$ cat src/rtl/bus_dev_fifo.sv
// bus_dev_fifo: per-device source FIFO feeding one driver slot of the
// parallel bus. Words written by the agent side are presented
// first-word-fall-through on D_pop with a pndng/pop handshake toward
// the bus. Occupancy and sticky overflow/underflow flags are exported
// for scoreboarding.
module bus_dev_fifo #(
  parameter int bits  = 32,
  parameter int depth = 16,
  parameter int id    = 0
) (
  input  logic                       clock,
  input  logic                       reset,
  input  logic                       wr_en,
  input  logic [bits-1:0]            wr_data,
  output logic                       full,
  output logic                       pndng,
  input  logic                       pop,
  output logic [bits-1:0]            D_pop,
  output logic [$clog2(depth+1)-1:0] count,
  output logic                       overflow,
  output logic                       underflow
);

  localparam int cw = $clog2(depth + 1);
  localparam int pw = $clog2(depth);

  localparam logic [cw-1:0] depth_c = cw'(depth);
  localparam logic [pw-1:0] last_c  = pw'(depth - 1);

  logic [bits-1:0] mem [depth];
  logic [pw-1:0]   wr_ptr;
  logic [pw-1:0]   rd_ptr;
  logic [cw-1:0]   cnt;
  logic            pop_ok;
  logic            wr_ok;
  logic [cw-1:0]   cnt_next;

  // Handshake qualification: a pop needs a stored word; a write needs a
  // free slot, or the slot being freed by a simultaneous pop.
  always_comb begin
    pop_ok = pop && (cnt != '0);
    wr_ok  = wr_en && ((cnt < depth_c) || pop_ok);
  end

  // Occupancy next-state: both or neither leaves the count unchanged.
  always_comb begin
    // NOTE: default assigned first so every path drives cnt_next; a missing
    // branch in combinational logic would otherwise infer a latch.
    cnt_next = cnt;
    unique case ({wr_ok, pop_ok})
      2'b10:   cnt_next = cnt + 1'b1;
      2'b01:   cnt_next = cnt - 1'b1;
      default: cnt_next = cnt;
    endcase
  end

  // Pointer, count and sticky-flag state; reset wins over any handshake.
  always_ff @(posedge clock) begin
    // NOTE: non-blocking assignments for all registered state so every
    // register samples the pre-edge values regardless of statement order.
    if (reset) begin
      wr_ptr    <= '0;
      rd_ptr    <= '0;
      cnt       <= '0;
      overflow  <= 1'b0;
      underflow <= 1'b0;
    end else begin
      if (wr_ok)
        wr_ptr <= (wr_ptr == last_c) ? '0 : wr_ptr + 1'b1;
      if (pop_ok)
        rd_ptr <= (rd_ptr == last_c) ? '0 : rd_ptr + 1'b1;
      cnt <= cnt_next;
      if (wr_en && !wr_ok)
        overflow <= 1'b1;
      if (pop && (cnt == '0))
        underflow <= 1'b1;
    end
  end

  // Storage array write port; a write coinciding with reset is discarded.
  always_ff @(posedge clock) begin
    // NOTE: the array itself is not reset; its contents are only visible
    // through D_pop, which is masked whenever the FIFO is empty.
    if (!reset && wr_ok)
      mem[wr_ptr] <= wr_data;
  end

  // Status outputs decode registered state only; head word is masked.
  always_comb begin
    count = cnt;
    pndng = (cnt != '0);
    full  = (cnt == depth_c);
    D_pop = pndng ? mem[rd_ptr] : '0;
  end

`ifndef SYNTHESIS
  // Structural invariants of the occupancy encoding.
  always @(posedge clock) begin
    if (!reset) begin
      assert (cnt <= depth_c)
        else $error("bus_dev_fifo %0d: count exceeds depth", id);
      assert (pndng == (cnt != '0))
        else $error("bus_dev_fifo %0d: pndng inconsistent with count", id);
      assert (full == (cnt == depth_c))
        else $error("bus_dev_fifo %0d: full inconsistent with count", id);
    end
  end
`endif

endmodule

$ cat config.mk
export PLATFORM = sky130hd
export DESIGN_NAME = bus_dev_fifo
export DESIGN_NICKNAME = d
export VERILOG_FILES = /design/src/rtl/bus_dev_fifo.sv
export SDC_FILE = /design/constraint.sdc
export NUM_CORES = 1
export LEC_CHECK = 0
export BUFFER_PORTS_ARGS = -buffer_cell sky130_fd_sc_hd__buf_2
export CAP_MARGIN = 10
export CORE_UTILIZATION = 55
export DETAILED_ROUTE_END_ITERATION = 6
export GPL_ROUTABILITY_DRIVEN = 0
export PLACE_DENSITY = 0.69
export REMOVE_ABC_BUFFERS = 1
export SLEW_MARGIN = 10
export SYNTH_ARGS = -nofsm -noshare
export SYNTH_HDL_FRONTEND = slang
export SYNTH_SLANG_ARGS = --single-unit
$ cat constraint.sdc
create_clock -name clock -period 4 [get_ports clock]
set_input_delay 0.8 -clock clock [delete_from_list [all_inputs] [get_ports clock]]
set_output_delay 0.8 -clock clock [all_outputs]
set_load 0.1 [all_outputs]
==> impl_results.md <==
* NetSw at 5.76 mW
* Starting density of the core at 56.0%
* # rows at 70
* Final worst path period need at 3.78 ns
* Hold-fix buffers, CTS at 0
* Post-synth EDFFs at 512
* CP startpoint kind: flip-flop
* Critical Path AT at 2.98 ns
* Area Overhead vs Synth at 13.3%
* Critical-path cell list: buf_12, mux4_2, mux2_2, a221o_1, buf_2
* Total Wirelength at 41500 microns
* Clock sink count at 531
* Comb power frac at 31.8%
* Congestion Overflow GR at 0
* Clock Path Buffers at 3
* Routing usage on met3 at 3.66%
* Reg2Reg Depth at 9
* Flop pwr share at 39.5%
* Least-Margin Pin Slew at 0.671 ns
* Post-Syn Area at 20600 sq um
* Required time of the critical path at 3.20 ns
* Ys Warns at 0
* Crit Path Max Fanout at 38
* GR Util met1 at 33.8%
* Final std cells w/o fill at 1547
* CORE AREA at 36800 sq um
* Register bit total from synthesis at 531
* Die area at 38300 sq um
* Hold path start: underflow
* Final core utilization at 63.5%
* # port buffers at 76
* Num CTS Buffers at 53
* CTS tree: done
* Nets at 1080
* P_leak at 7.41 nW
* Pin count of the biggest net entering global routing at 55
* Final antenna-violating net count at 0
* Hold Path Cell Cnt at 2
* First drt pass iteration count at 5
* Per-cell routed wire length at 26.8 microns
* Headroom to the max-slew limit at 55.3%
* TNS Setup at 0 ns
* Final setup fails at 0
* PnR worst setup slack at 0.225 ns
* Met2 global-route usage at 34.9%
* Slew Viols, Final at 0
* # IOs at 77
* RR Startpoint: count[1]
* Peak VDD IR at 1.01 mV
* First-pass GRT wire length at 62300 microns
* Ys async rst share at 0%
* Max-Cap Viols at 0
* Slowest stage cell, crit path: dfxtp_4
* Sw Ratio at 36.1%
* Setup Buffers After CTS at 0
* Vias at 9618
* HP Class: flip-flop to flip-flop
* Fill cell count at 2447
* Clock Tree Root: clkbuf_16
* Reg-to-reg slack, setup at 0.96 ns
* Sequential area share after synthesis at 76.4%
* GRT Total Usage at 22.6%
* Avg Cell Area, Syn at 22.5 sq um
* Synth cell types at 47
* Placed cell count at 1448
* Pwr Density at 684 nW/um^2
* Crit. End Element: output port
* Clk_lat worst skew at 0.57 ns
* Tcrit/Tclk final at 94.4%
* Clock Power Share at 28.7%
* Layout cells sized above 1 at 33.9%
* P_int at 10.2 mW
* Most used DFF post-synth: edfxtp_1
* Dpl hpwl at 22000 microns
* Run status: completed
* Clk slew on worst S/H paths at 0.06 ns
* RSZ-0062 raised after global routing: false
* Die width at 196 microns
* Final Hold Vio Count at 0
* Cells after synthesis at 917
* FMAX at 265 MHz
* Initial antenna violation count at 3
* Worst R2R End: count[4]
* Number of global-route vias before repair at 9955
* Clock Skews at 0.0153 ns
* Post-DP Area at 21800 sq um
* Min-Delay Endpoint: underflow
* Max H-tree Level at 2
* Pre-CTS setup slack at 0.789 ns
* # DRC at 0
* Final instance area at 23400 sq um
* CP max stage delay at 0.60 ns
* GRT busiest layer: met2
* First-iteration detailed-routing DRC count at 960
* Via density per instance at 6.22
* Die Ht at 196 microns
* Worst Path Class, Setup: flip-flop to output port
* Number of gates resized after cts at 0
-- cell usage after synthesis, types with 2 or more instances --
| cell | count | area share [%] |
|---|---|---|
| ha_1 | 9 | 0.55 |
| or3_1 | 2 | 0.061 |
| buf_1 | 3 | 0.055 |
| nor2_1 | 11 | 0.20 |
| nor2_2 | 2 | 0.061 |
| buf_2 | 23 | 0.56 |
| mux4_1 | 3 | 0.38 |
| a21o_1 | 2 | 0.073 |
| nor4b_1 | 3 | 0.13 |
| nor2b_1 | 33 | 1.0 |
| mux2i_1 | 2 | 0.097 |
| dfxtp_1 | 19 | 1.8 |
| a221o_1 | 32 | 1.6 |
| nand2_1 | 10 | 0.18 |
| buf_4 | 5 | 0.18 |
| a311o_1 | 2 | 0.097 |
| clkbuf_1 | 10 | 0.18 |
| mux2_2 | 32 | 1.7 |
| xor2_1 | 4 | 0.17 |
| nand2b_1 | 3 | 0.091 |
| nand4b_1 | 2 | 0.085 |
| o21ai_0 | 5 | 0.12 |
| nor3_1 | 2 | 0.049 |
| nor4_1 | 2 | 0.061 |
| buf_12 | 5 | 0.49 |
| inv_1 | 7 | 0.13 |
| nand3_1 | 4 | 0.097 |
| mux4_2 | 125 | 14 |
| edfxtp_1 | 512 | 75 |
| a21oi_1 | 9 | 0.22 |
| nand4_1 | 3 | 0.091 |
| and2_1 | 16 | 0.49 |
-- registers in the layout, summed over array words and instances, names as in the netlist, named ones only --
| name | flops |
|---|---|
| rd_ptr | 4 |
| mem | 512 |
| underflow | 1 |
| wr_ptr | 4 |
| count | 5 |
| overflow | 1 |
-- cell type report --
cell class,count,area (sq um),share of cell area (%)
Multi-Input combinational cell,332,4550,19.5
Timing Repair Buffer,110,823,3.52
Clock inverter,31,225,0.964
Antenna cell,1,2.50,0.0107
Tap cell,468,586,2.51
Inverter,7,26.3,0.112
Sequential cell,531,15800,67.5
Clock buffer,67,1380,5.90
-- cells by family (layout without fill, tap and decap cells) --
group	after synthesis	in the layout	share of synthesized area [%]
adders and majority gates	9	9	0.546
other	0	1	0
muxes	162	162	15.9
DFF	531	531	76.4
and+or+nand+nor	99	99	2.91
buffers and inverters	54	215	1.64
AOI/OAI and AO/OA	57	57	2.39
xor gates and xnor gates	5	5	0.212
-- placed cells by master, fill, tap and decap left out, types with 3 or more instances in the layout --
cell / netlist / layout
edfxtp_1: 512 / 512
nand3_1: 4 / 4
inv_1: 7 / 7
clkinv_2: 0 / 13
mux4_2: 125 / 125
clkinv_1: 0 / 12
clkbuf_16: 0 / 53
bufinv_16: 0 / 3
nor2b_1: 33 / 33
clkbuf_1: 10 / 14
and2_2: 0 / 16
xor2_1: 4 / 4
dfxtp_4: 0 / 3
nand2b_1: 3 / 3
nand2_1: 10 / 10
buf_2: 23 / 76
ha_1: 9 / 9
buf_12: 5 / 15
nor2_1: 11 / 11
dfxtp_1: 19 / 16
a221o_1: 32 / 32
o21ai_0: 5 / 5
mux4_1: 3 / 3
mux2_2: 32 / 32
nor4b_1: 3 / 3
nand4_1: 3 / 3
a21oi_1: 9 / 9
buf_4: 5 / 19
-- metrics by stage --
| stage | hold slack, ns | power, mW |
|---|---|---|
| floorplan | 0.465 | 10.7 |
| global placement | 0.449 | 11.5 |
| detailed placement | 0.462 | 11.6 |
| CTS | 0.477 | 16.1 |
| global route | 0.512 | 16.5 |
| finish | 0.479 | 16.0 |
-- routing by layer --
layer	part of all wire, %	routed length [microns]
met1	44	18100
met2	48	19800
met3	6.6	2750
met4	2.1	890
met5	0.048	20
-- critical path, delay by kind of cell (launching register included) --
| family | cells | cell delay (ns) |
|---|---|---|
| mux | 2 | 0.81 |
| compound gates | 1 | 0.33 |
| flops | 1 | 0.60 |
| buf+inv | 2 | 0.60 |
-- worst max path at each step --
stage	startpoint	endpoint	slack, ns	cells past startpoint
2_1_floorplan	flip-flop	D_pop[0]	-2.65	3
6_report	flip-flop	D_pop[28]	0.22	5
3_3_place_gp	flip-flop	D_pop[21]	0.80	5
3_5_place_dp	flip-flop	D_pop[25]	0.79	5
4_1_cts	flip-flop	D_pop[25]	0.17	5
5_1_grt	flip-flop	D_pop[25]	0.10	5
-- power groups by stage --
stage	Sequential [mW]	Clock, mW	Combinational, mW
floorplan	6.84	0	3.87
global placement	6.42	0	5.10
detailed placement	6.43	0	5.13
CTS	6.31	4.68	5.14
global route	6.33	4.88	5.30
finish	6.31	4.59	5.09
Power figures use the tool's default switching activity.
